==> config.mk <==
export PLATFORM = sky130hd
export DESIGN_NAME = program_loader
export DESIGN_NICKNAME = d
export VERILOG_FILES = /design/src/rtl/program_loader_pkg.sv /design/src/rtl/program_loader_byte_assembler.sv /design/src/rtl/program_loader.sv
export SDC_FILE = /design/constraint.sdc
export NUM_CORES = 1
export LEC_CHECK = 0
export CAP_MARGIN = 0
export CORE_MARGIN = 1
export CORE_UTILIZATION = 48
export CTS_CLUSTER_SIZE = 8
export DETAILED_ROUTE_END_ITERATION = 10
export GPL_TIMING_DRIVEN = 0
export PLACE_DENSITY = 0.86
export SETUP_SLACK_MARGIN = 0.15
export SYNTH_ARGS = -nofsm -noshare
export SYNTH_HDL_FRONTEND = slang
export SYNTH_SLANG_ARGS = --single-unit
==> constraint.sdc <==
create_clock -name clk -period 3.35 [get_ports clk]
set_input_delay 1.005 -clock clk [delete_from_list [all_inputs] [get_ports clk]]
set_output_delay 1.005 -clock clk [all_outputs]
set_load 0.005 [all_outputs]
==> src/rtl/program_loader_pkg.sv <==
// Shared definitions for the boot-time program loader: state encodings and
// word/byte sizing helpers used by the loader and its byte assembler.
package program_loader_pkg;

  localparam logic [2:0] ENC_IDLE  = 3'd0;
  localparam logic [2:0] ENC_RECV  = 3'd1;
  localparam logic [2:0] ENC_WRITE = 3'd2;
  localparam logic [2:0] ENC_DONE  = 3'd3;
  localparam logic [2:0] ENC_ERROR = 3'd4;

  typedef enum logic [2:0] {
    ST_IDLE  = ENC_IDLE,
    ST_RECV  = ENC_RECV,
    ST_WRITE = ENC_WRITE,
    ST_DONE  = ENC_DONE,
    ST_ERROR = ENC_ERROR
  } state_t;

  localparam int DEFAULT_DATA_WIDTH = 32;
  localparam int BYTES_PER_WORD     = DEFAULT_DATA_WIDTH / 8;

  function automatic int bytes_per_word(input int data_width);
    return data_width / 8;
  endfunction

  // One extra bit so a full-depth count fits without wrapping.
  function automatic int word_index_width(input int memory_depth);
    return $clog2(memory_depth) + 1;
  endfunction

endpackage

==> src/rtl/program_loader_byte_assembler.sv <==
// Little-endian byte-to-word assembler: byte b of a word lands in bits
// [8*b+7:8*b]; the counter wraps to 0 on the last byte of each word.
module loader_byte_assembler
  import program_loader_pkg::*;
#(
  parameter int DATA_WIDTH = 32
) (
  input  logic                  clk,
  input  logic                  reset,
  input  logic                  i_accept,
  input  logic                  i_clear,
  input  logic [7:0]            i_byte,
  output logic [DATA_WIDTH-1:0] o_word,
  output logic                  o_last
);

  localparam int BPW = bytes_per_word(DATA_WIDTH);
  localparam int CW  = (BPW > 1) ? $clog2(BPW) : 1;
  localparam logic [CW-1:0] LAST_IDX = CW'(BPW - 1);

  logic [CW-1:0]         r_byte_cnt;
  logic [DATA_WIDTH-1:0] r_word;
  logic                  w_last;

  assign w_last = (r_byte_cnt == LAST_IDX);

  always_ff @(posedge clk or posedge reset) begin
    if (reset) begin
      r_byte_cnt <= '0;
      r_word     <= '0;
    end else if (i_clear) begin
      r_byte_cnt <= '0;
    end else if (i_accept) begin
      for (int b = 0; b < BPW; b++) begin
        if (r_byte_cnt == CW'(b)) r_word[8*b +: 8] <= i_byte;
      end
      r_byte_cnt <= w_last ? '0 : r_byte_cnt + CW'(1);
    end
  end

  assign o_word = r_word;
  assign o_last = w_last;

endmodule

==> src/rtl/program_loader.sv <==
// Boot loader: streams bytes into little-endian words, writes them to program
// memory at word_index*4, and holds the core in reset until the load is done.
module program_loader
  import program_loader_pkg::*;
#(
  parameter int MEMORY_DEPTH = 32,
  parameter int DATA_WIDTH   = 32
) (
  input  logic                  clk,
  input  logic                  reset,
  input  logic                  Start_i,
  input  logic [15:0]           Word_Count_i,
  input  logic [7:0]            Byte_i,
  input  logic                  Byte_Valid_i,
  output logic                  Byte_Ready_o,
  output logic                  Write_Enable_o,
  output logic [DATA_WIDTH-1:0] Write_Address_o,
  output logic [DATA_WIDTH-1:0] Write_Data_o,
  output logic                  Cpu_Hold_o,
  output logic                  Busy_o,
  output logic                  Done_o,
  output logic                  Error_o,
  output logic [2:0]            Dbg_State_o
);

  localparam int IW = word_index_width(MEMORY_DEPTH);

  // Byte handshake: a byte transfers on a rising edge where Byte_Valid_i and
  // Byte_Ready_o are both high; the source holds Byte_i until then.

  state_t                r_state, w_next_state;
  logic [IW-1:0]         r_word_index;
  logic [IW-1:0]         r_last_idx;
  logic [DATA_WIDTH-1:0] r_write_address;
  logic [DATA_WIDTH-1:0] w_addr_next;
  logic [DATA_WIDTH-1:0] w_word;
  logic [15:0]           w_count_m1;
  logic                  w_can_start, w_start_bad, w_clear;
  logic                  w_accept, w_last_byte, w_last_word;
  logic                  w_byte_ready, w_write_en, w_hold, w_busy, w_done, w_error;

  assign w_can_start = Start_i && ((r_state == ST_IDLE) || (r_state == ST_DONE) ||
                                   (r_state == ST_ERROR));
  assign w_start_bad = (Word_Count_i == 16'd0) || (Word_Count_i > 16'(MEMORY_DEPTH));
  assign w_clear     = w_can_start && !w_start_bad;
  assign w_count_m1  = Word_Count_i - 16'd1;
  assign w_accept    = (r_state == ST_RECV) && Byte_Valid_i;
  assign w_last_word = (r_word_index == r_last_idx);

  always_comb begin
    w_addr_next = '0;
    w_addr_next[IW+1:0] = {r_word_index, 2'b00};
  end

  loader_byte_assembler #(
    .DATA_WIDTH(DATA_WIDTH)
  ) u_assembler (
    .clk      (clk),
    .reset    (reset),
    .i_accept (w_accept),
    .i_clear  (w_clear),
    .i_byte   (Byte_i),
    .o_word   (w_word),
    .o_last   (w_last_byte)
  );

  always_ff @(posedge clk or posedge reset) begin
    if (reset) r_state <= ST_IDLE;
    else       r_state <= w_next_state;
  end

  always_comb begin
    w_next_state = r_state;
    w_byte_ready = 1'b0;
    w_write_en   = 1'b0;
    w_hold       = 1'b1;
    w_busy       = 1'b0;
    w_done       = 1'b0;
    w_error      = 1'b0;
    case (r_state)
      ST_IDLE, ST_DONE, ST_ERROR: begin
        if (Start_i) w_next_state = w_start_bad ? ST_ERROR : ST_RECV;
        w_done  = (r_state == ST_DONE);
        w_hold  = (r_state != ST_DONE);
        w_error = (r_state == ST_ERROR);
      end
      ST_RECV: begin
        w_byte_ready = 1'b1;
        w_busy       = 1'b1;
        if (w_accept && w_last_byte) w_next_state = ST_WRITE;
      end
      ST_WRITE: begin
        w_write_en   = 1'b1;
        w_busy       = 1'b1;
        w_next_state = w_last_word ? ST_DONE : ST_RECV;
      end
      default: w_next_state = ST_IDLE;
    endcase
  end

  // Address is captured with the last byte so it is stable for the whole
  // write cycle and then held through DONE.
  always_ff @(posedge clk or posedge reset) begin
    if (reset) begin
      r_word_index    <= '0;
      r_last_idx      <= '0;
      r_write_address <= '0;
    end else begin
      if (w_clear) begin
        r_word_index <= '0;
        r_last_idx   <= w_count_m1[IW-1:0];
      end
      if (w_accept && w_last_byte) r_write_address <= w_addr_next;
      if ((r_state == ST_WRITE) && !w_last_word) r_word_index <= r_word_index + IW'(1);
    end
  end

  assign Byte_Ready_o    = w_byte_ready;
  assign Write_Enable_o  = w_write_en;
  assign Write_Address_o = r_write_address;
  assign Write_Data_o    = w_word;
  assign Cpu_Hold_o      = w_hold;
  assign Busy_o          = w_busy;
  assign Done_o          = w_done;
  assign Error_o         = w_error;
  assign Dbg_State_o     = r_state;

endmodule
# [Word-level counts from Yosys, hierarchy flattened]
# Cells that the tools add are included.
[totals] register_bits=55 latch_bits=0 ram_bits=0 mem_bits_ro=0 out_inout_bits=73 word_cells=63 mem_count=0
[classes] add_sub_neg=3 n_mul=0 div_mod_pow=0 magnitude_cmp=1 eq_ne=11 n_shift=0 muxes=16 bitwise=1 reduce_logical=22
[ops] operator="16-bit by 6-bit greater-than comparator with 1-bit output, second input constant" count=1
[ops] operator="16-bit logical NOT" count=1
[ops] operator="6-bit 2-to-1 mux" count=2
[ops] operator="3-bit AND reduction" count=4
[ops] operator="3-bit 2-to-1 mux" count=3
[ops] operator="3-bit case mux with 3 select lines" count=1
[ops] operator="2-bit 2-to-1 mux" count=4
[ops] operator="6-bit by 1-bit adder with 6-bit output, second input constant" count=1
[ops] operator="3-bit by 2-bit equality test with 1-bit output, second input constant" count=2
[ops] operator="6-bit equality test" count=1
[ops] operator="1-bit 2-to-1 mux" count=6
[ops] operator="6-bit by 1-bit subtractor with 6-bit output, second input constant" count=1
[ops] operator="1-bit logical AND" count=5
[ops] operator="2-bit equality test, second input constant" count=2
[ops] operator="2-bit nonzero test" count=2
[ops] operator="3-bit by 1-bit equality test with 1-bit output, second input constant" count=1
[ops] operator="3-bit equality test, second input constant" count=1
[ops] operator="3-bit logical NOT" count=1
[ops] operator="1-bit logical OR" count=3
[ops] operator="3-bit by 2-bit inequality test with 1-bit output, second input constant" count=1
[ops] operator="3-bit OR reduction" count=1
[ops] operator="2-bit by 1-bit adder with 2-bit output, second input constant" count=1
[ops] operator="2-bit by 1-bit equality test with 1-bit output, second input constant" count=1
[ops] operator="1-bit logical NOT" count=2
[ops] operator="6 further kinds" count=6

# [Depth between registers and ports, before layout]
[logic_depth] word_depth=7 ltp_mapped=8 depth_no_buf=7

# [By module]
# From an unflattened synthesis, not the netlist that was laid out.
[unflattened] cells_unflattened=234 hier_area_um2=2782.7
[by_module_without_submodules] module="loader_byte_assembler" n_inst=1 cells_per_inst=83 area_each_um2=1401.3 seq_area_each_um2=850.8
[by_module_without_submodules] module="program_loader" n_inst=1 cells_per_inst=151 area_each_um2=1381.3 seq_area_each_um2=525.5

# [Worst setup path after synthesis]
# Ideal clock, no wire load.
[synth_timing] path_type="input-to-reg" start="in Word_Count_i[0]" end="reg r_last_idx[0]" arrival_ns=2.353 slack_ns=0.872 cell_stages=7 path_cell_list="inv_1 -> ha_1 -> nor4b_1 -> xnor2_1 -> o2111a_1 -> buf_6 -> mux2_2"
[synth_between] elab_chain_len=4 elab_cells_between_ends=6 classes_between="add/sub: 1; order compare: 1; reduce/logical: 4"
[synth_rtl] element="start: declaration" line="program_loader.sv:12" text="input logic [15:0] Word_Count_i,"
[synth_rtl] element="16-bit by 6-bit greater-than comparator with 1-bit output or 16-bit logical NOT (tied branches)" line="program_loader.sv:44" text="assign w_start_bad = (Word_Count_i == 16'd0) || (Word_Count_i > 16'(MEMORY_DEPTH));"
[synth_rtl] element="1-bit logical OR" line="program_loader.sv:44"
[synth_rtl] element="1-bit logical NOT" line="program_loader.sv:45" text="assign w_clear = w_can_start && !w_start_bad;"
[synth_rtl] element="1-bit logical AND" line="program_loader.sv:45"
[synth_rtl] element="end signal: assignment" line="program_loader.sv:111" text="r_last_idx <= w_count_m1[IW-1:0];"
[synth_rtl] element="end: declaration" line="program_loader.sv:33" text="logic [IW-1:0] r_last_idx;"
# Parallel ways exist; a longest one is shown, timed or not.
# A chain may end at the register's enable or synchronous reset.

# [Final worst setup path]
[layout_timing] start="reg r_state[2], in the netlist Dbg_State_o[2]" end="out Busy_o"
[layout_between] elab_chain_len=3 elab_cells_between_ends=4 classes_between="eq/ne: 2; mux: 1; reduce/logical: 1"
[layout_rtl] element="start: declaration" line="program_loader.sv:31" text="state_t r_state, w_next_state;"
[layout_rtl] element="start signal: assignment" line="program_loader.sv:69" text="else r_state <= w_next_state;"
[layout_rtl] element="3-bit by 1-bit equality test with 1-bit output or 3-bit by 2-bit equality test with 1-bit output (tied branches)" line="program_loader.sv:80" text="case (r_state)"
[layout_rtl] element="2-bit OR reduction (no source line) *"
[layout_rtl] element="1-bit 2-to-1 mux *" line="program_loader.sv:80"
[layout_rtl] element="end: declaration" line="program_loader.sv:20" text="output logic Busy_o,"
# Every way passes the cells marked *; elsewhere a longest branch is shown, timed or not.

==> metrics.md <==
| Metric | Value |
|---|---|
| Fraction of registers with async set/reset | 1.00 |
| Max Clock Skew | 0.0123 ns |
| Antenna fix cells | 0 |
| Setup Total Neg Slack | 0 ns |
| Count of nets left with antenna violations after detail routing | 0 |
| Maximum vdd drop | 0.000149 V |
| Most used standard cell by instance count after synthesis | sky130_fd_sc_hd__dfrtp_1 |
| Initial DRT Pass Iterations | 4 |
| Number of instances in the synthesized netlist | 219 |
| Routed length on met3 | 391 um |
| Cell chosen for the clock root | sky130_fd_sc_hd__clkbuf_8 |
| WP data required | 2.34 ns |
| Multi-input gate area | 0.00119 mm2 |
| Number of global-route vias before repair | 1931 |
| Portion of the clock cycle consumed by the worst path in the final layout | 0.839 |
| Layout filler cell count | 418 |
| Share of cells above drive strength 1 | 0.281 |
| Worst min-delay path category | reg2reg |
| Clock-pin slew of the registers on the worst-case setup and hold paths | 0.09 ns |
| Reg area | 0.00138 mm2 |
| Number of resized instances in the post-cts repair step | 0 |
| Post-synthesis to final-layout area growth | 38.1% |
| Number of flip-flops and latches in the synthesized netlist | 55 |
| Total met2 wirelength after detailed routing | 2630 um |
| Top Layer Used | met4 |
| Final estimated routing congestion in global placement | 0.747 |
| Maximum clock frequency | 356 MHz |
| Leakage | 1.87 nW |
| Global-route wire length before repair | 8850 um |
| Crit path cell chain | nand2b_1 -> nor2_1 -> or2_2 -> clkdlybuf4s50_1 |
| Crit path max fanout | 8 |
| Number of warning messages in the yosys log | 0 |
| Largest net degree at the start of global routing | 34 |
| Register area share after synthesis | 0.506 |
| Total of endpoints with negative setup slack in the final report | 0 |
| Die Outline Area | 0.00597 mm2 |
| Latest clock arrival within the worst-skew pair | 0.31 ns |
| Number of DRC violations after detailed-routing iteration 0 | 45 |
| Transition time of the tightest slew-check pin | 0.528 ns |
| Startpoint kind of the worst setup timing path | register |
| Largest cells by area after synthesis | sky130_fd_sc_hd__dfrtp_1 (51%), sky130_fd_sc_hd__mux2_2 (18%), sky130_fd_sc_hd__buf_4 (7.2%), sky130_fd_sc_hd__ha_1 (3.2%), sky130_fd_sc_hd__xnor2_1 (3.2%) |
| Final worst path period need | 2.81 ns |
| Most used DFF post-synth | sky130_fd_sc_hd__dfrtp_1 |
| Cell depth of the worst hold path | 1 |
| Number of buffers inserted to repair setup after CTS | 0 |
| Largest area contributor in the netlist | sky130_fd_sc_hd__dfrtp_1 |
| Unrepaired setup endpoints after global routing | false |
| HPWL after DPL | 4020 um |
| Area fraction of the dominant cell type after synthesis | 0.506 |
| Core area | 0.00547 mm2 |
| CTS tree | built |
| Worst reg-to-reg path cell count | 7 |
| EDFF count, synth | 0 |
| Die span in x | 77.3 um |
| Worst relative slew slack | 0.645 |
| Result of the run | finished clean |
| Library cell contributing the largest single delay on the critical path | sky130_fd_sc_hd__dfrtp_1 |
| Pwr per Cell Area | 303 mW/mm2 |
| Met1 wire length | 2200 um |
| Number of buffers inserted by hold repair at cts | 0 |
| Count of H-tree levels built during CTS | 2 |
| Starting utilization of the core area | 0.497 |
| Avg WL per Cell | 13.2 um |
| Count of different cell masters after synthesis | 41 |
| Post-Synthesis Mean Instance Area | 12.4 um2 |
| Final hold violations | 0 |
| Core utilization of the finished layout | 0.686 |
| Routed wire length | 5270 um |
| Overall global routing resource usage | 0.190 |
| GRT overflow | 0 |
| Row count | 27 |
| Number of clock buffers inserted by TritonCTS | 5 |
| Critical path's largest stage delay | 0.48 ns |
| Port-buffer cells | 74 |
| Path type of the worst setup path | reg2out |
| Slew Limit Fails | 0 |
| Commonest cells in the netlist | sky130_fd_sc_hd__dfrtp_1 (55), sky130_fd_sc_hd__mux2_2 (44), sky130_fd_sc_hd__buf_4 (26) |
| Worst hold margin | 0.513 ns |
| Type of destination of the critical path | output port |
| Vias | 1899 |
| Clock net sink count | 55 |
| Chip Height | 77.3 um |
| Endpoint arrival time on the critical path | 1.81 ns |
| Post-Syn Area | 0.00272 mm2 |
| Clock Path Buffers | 2 |
| Count of maximum capacitance violations | 0 |
| Final net count | 361 |
| Via-to-Cell Ratio | 4.76 |
| Number of ports placed on the die boundary | 101 |
| DRC violations left | 0 |
| Number of antenna violations at the first check in global routing | 0 |
-- sequential cells by signal, indices dropped and copies added (netlist names) --
register and cells:
Dbg_State_o 3, Write_Address_o 6, r_last_idx 6, r_word_index 6, u_assembler.o_word 32, u_assembler.r_byte_cnt 2
-- layout make-up --
class / instances / area share
Sequential cell: 55 / 0.366
Multi-Input combinational cell: 152 / 0.317
Timing Repair Buffer: 75 / 0.203
Buffer: 30 / 0.0590
Tap cell: 72 / 0.0240
Clock buffer: 5 / 0.0183
Inverter: 7 / 0.00700
Clock inverter: 3 / 0.00600
-- critical path: cells and delay by family, from the launching register on --
| kind | cells | cell delay (ns) |
|---|---|---|
| flops | 1 | 0.48 |
| buf+inv | 1 | 0.48 |
| simple gates | 3 | 0.55 |
-- per-stage QoR --
stage               setup slack (ns)  power, mW  instances  instance area (um2)
floorplan                      0.872      0.735        244                 2810
global placement              0.0449      0.783        390                 3640
detailed placement             0.257      0.788        391                 3660
CTS                            0.549       1.15        399                 3760
global route                   0.484       1.19        399                 3760
finish                         0.538       1.14        399                 3760
-- report_power, final --
| group | total [mW] | internal, mW | switching [mW] |
|---|---|---|---|
| Combinational | 0.106 | 0.0619 | 0.0441 |
| Clock | 0.364 | 0.150 | 0.214 |
| Sequential | 0.669 | 0.666 | 0.00343 |
-- per-layer routing --
| layer | GRT usage | up-vias |
|---|---|---|
| li1 | - | 922 |
| met1 | 0.227 | 890 |
| met2 | 0.332 | 82 |
| met3 | 0.0560 | 5 |
| met4 | 0.0491 | 0 |
| met5 | 0 | - |
-- final timing paths --
| check | start | to | slack, ns |
|---|---|---|---|
| setup / recovery | Dbg_State_o[2] | Busy_o | 0.54 |
| hold reg to reg | Write_Address_o[7] | Write_Address_o[7] | 0.51 |
| min in group asynchronous | reset | u_assembler.o_word[7] | 1.03 |
| setup reg to reg | Dbg_State_o[0] | Write_Address_o[4] | 1.36 |
| hold / removal | Write_Address_o[7] | Write_Address_o[7] | 0.51 |
| max in group asynchronous | reset | r_word_index[5] | 1.79 |
-- cells by family (layout without fill, tap and decap cells) --
family | count (synthesis) | after routing | share of synthesized area
compound gates | 14 | 14 | 0.0377
other cells | 1 | 26 | 0.00138
mux | 46 | 46 | 0.190
flops | 55 | 55 | 0.506
fa+ha+maj | 7 | 7 | 0.0322
simple gates | 47 | 47 | 0.104
xor+xnor | 12 | 12 | 0.0386
buf+inv | 37 | 120 | 0.0911
-- cell usage in the layout (no fill, tap or decap), types with 5 or more instances in the layout --
cell type / n
sky130_fd_sc_hd__clkdlybuf4s50_1: 74
sky130_fd_sc_hd__dfrtp_1: 55
sky130_fd_sc_hd__mux2_2: 44
sky130_fd_sc_hd__buf_4: 26
sky130_fd_sc_hd__conb_1: 26
sky130_fd_sc_hd__xnor2_1: 10
sky130_fd_sc_hd__nor2_1: 10
sky130_fd_sc_hd__nand2_1: 7
sky130_fd_sc_hd__ha_1: 7
sky130_fd_sc_hd__inv_1: 6
sky130_fd_sc_hd__clkbuf_8: 5
Power figures use the tool's default switching activity.
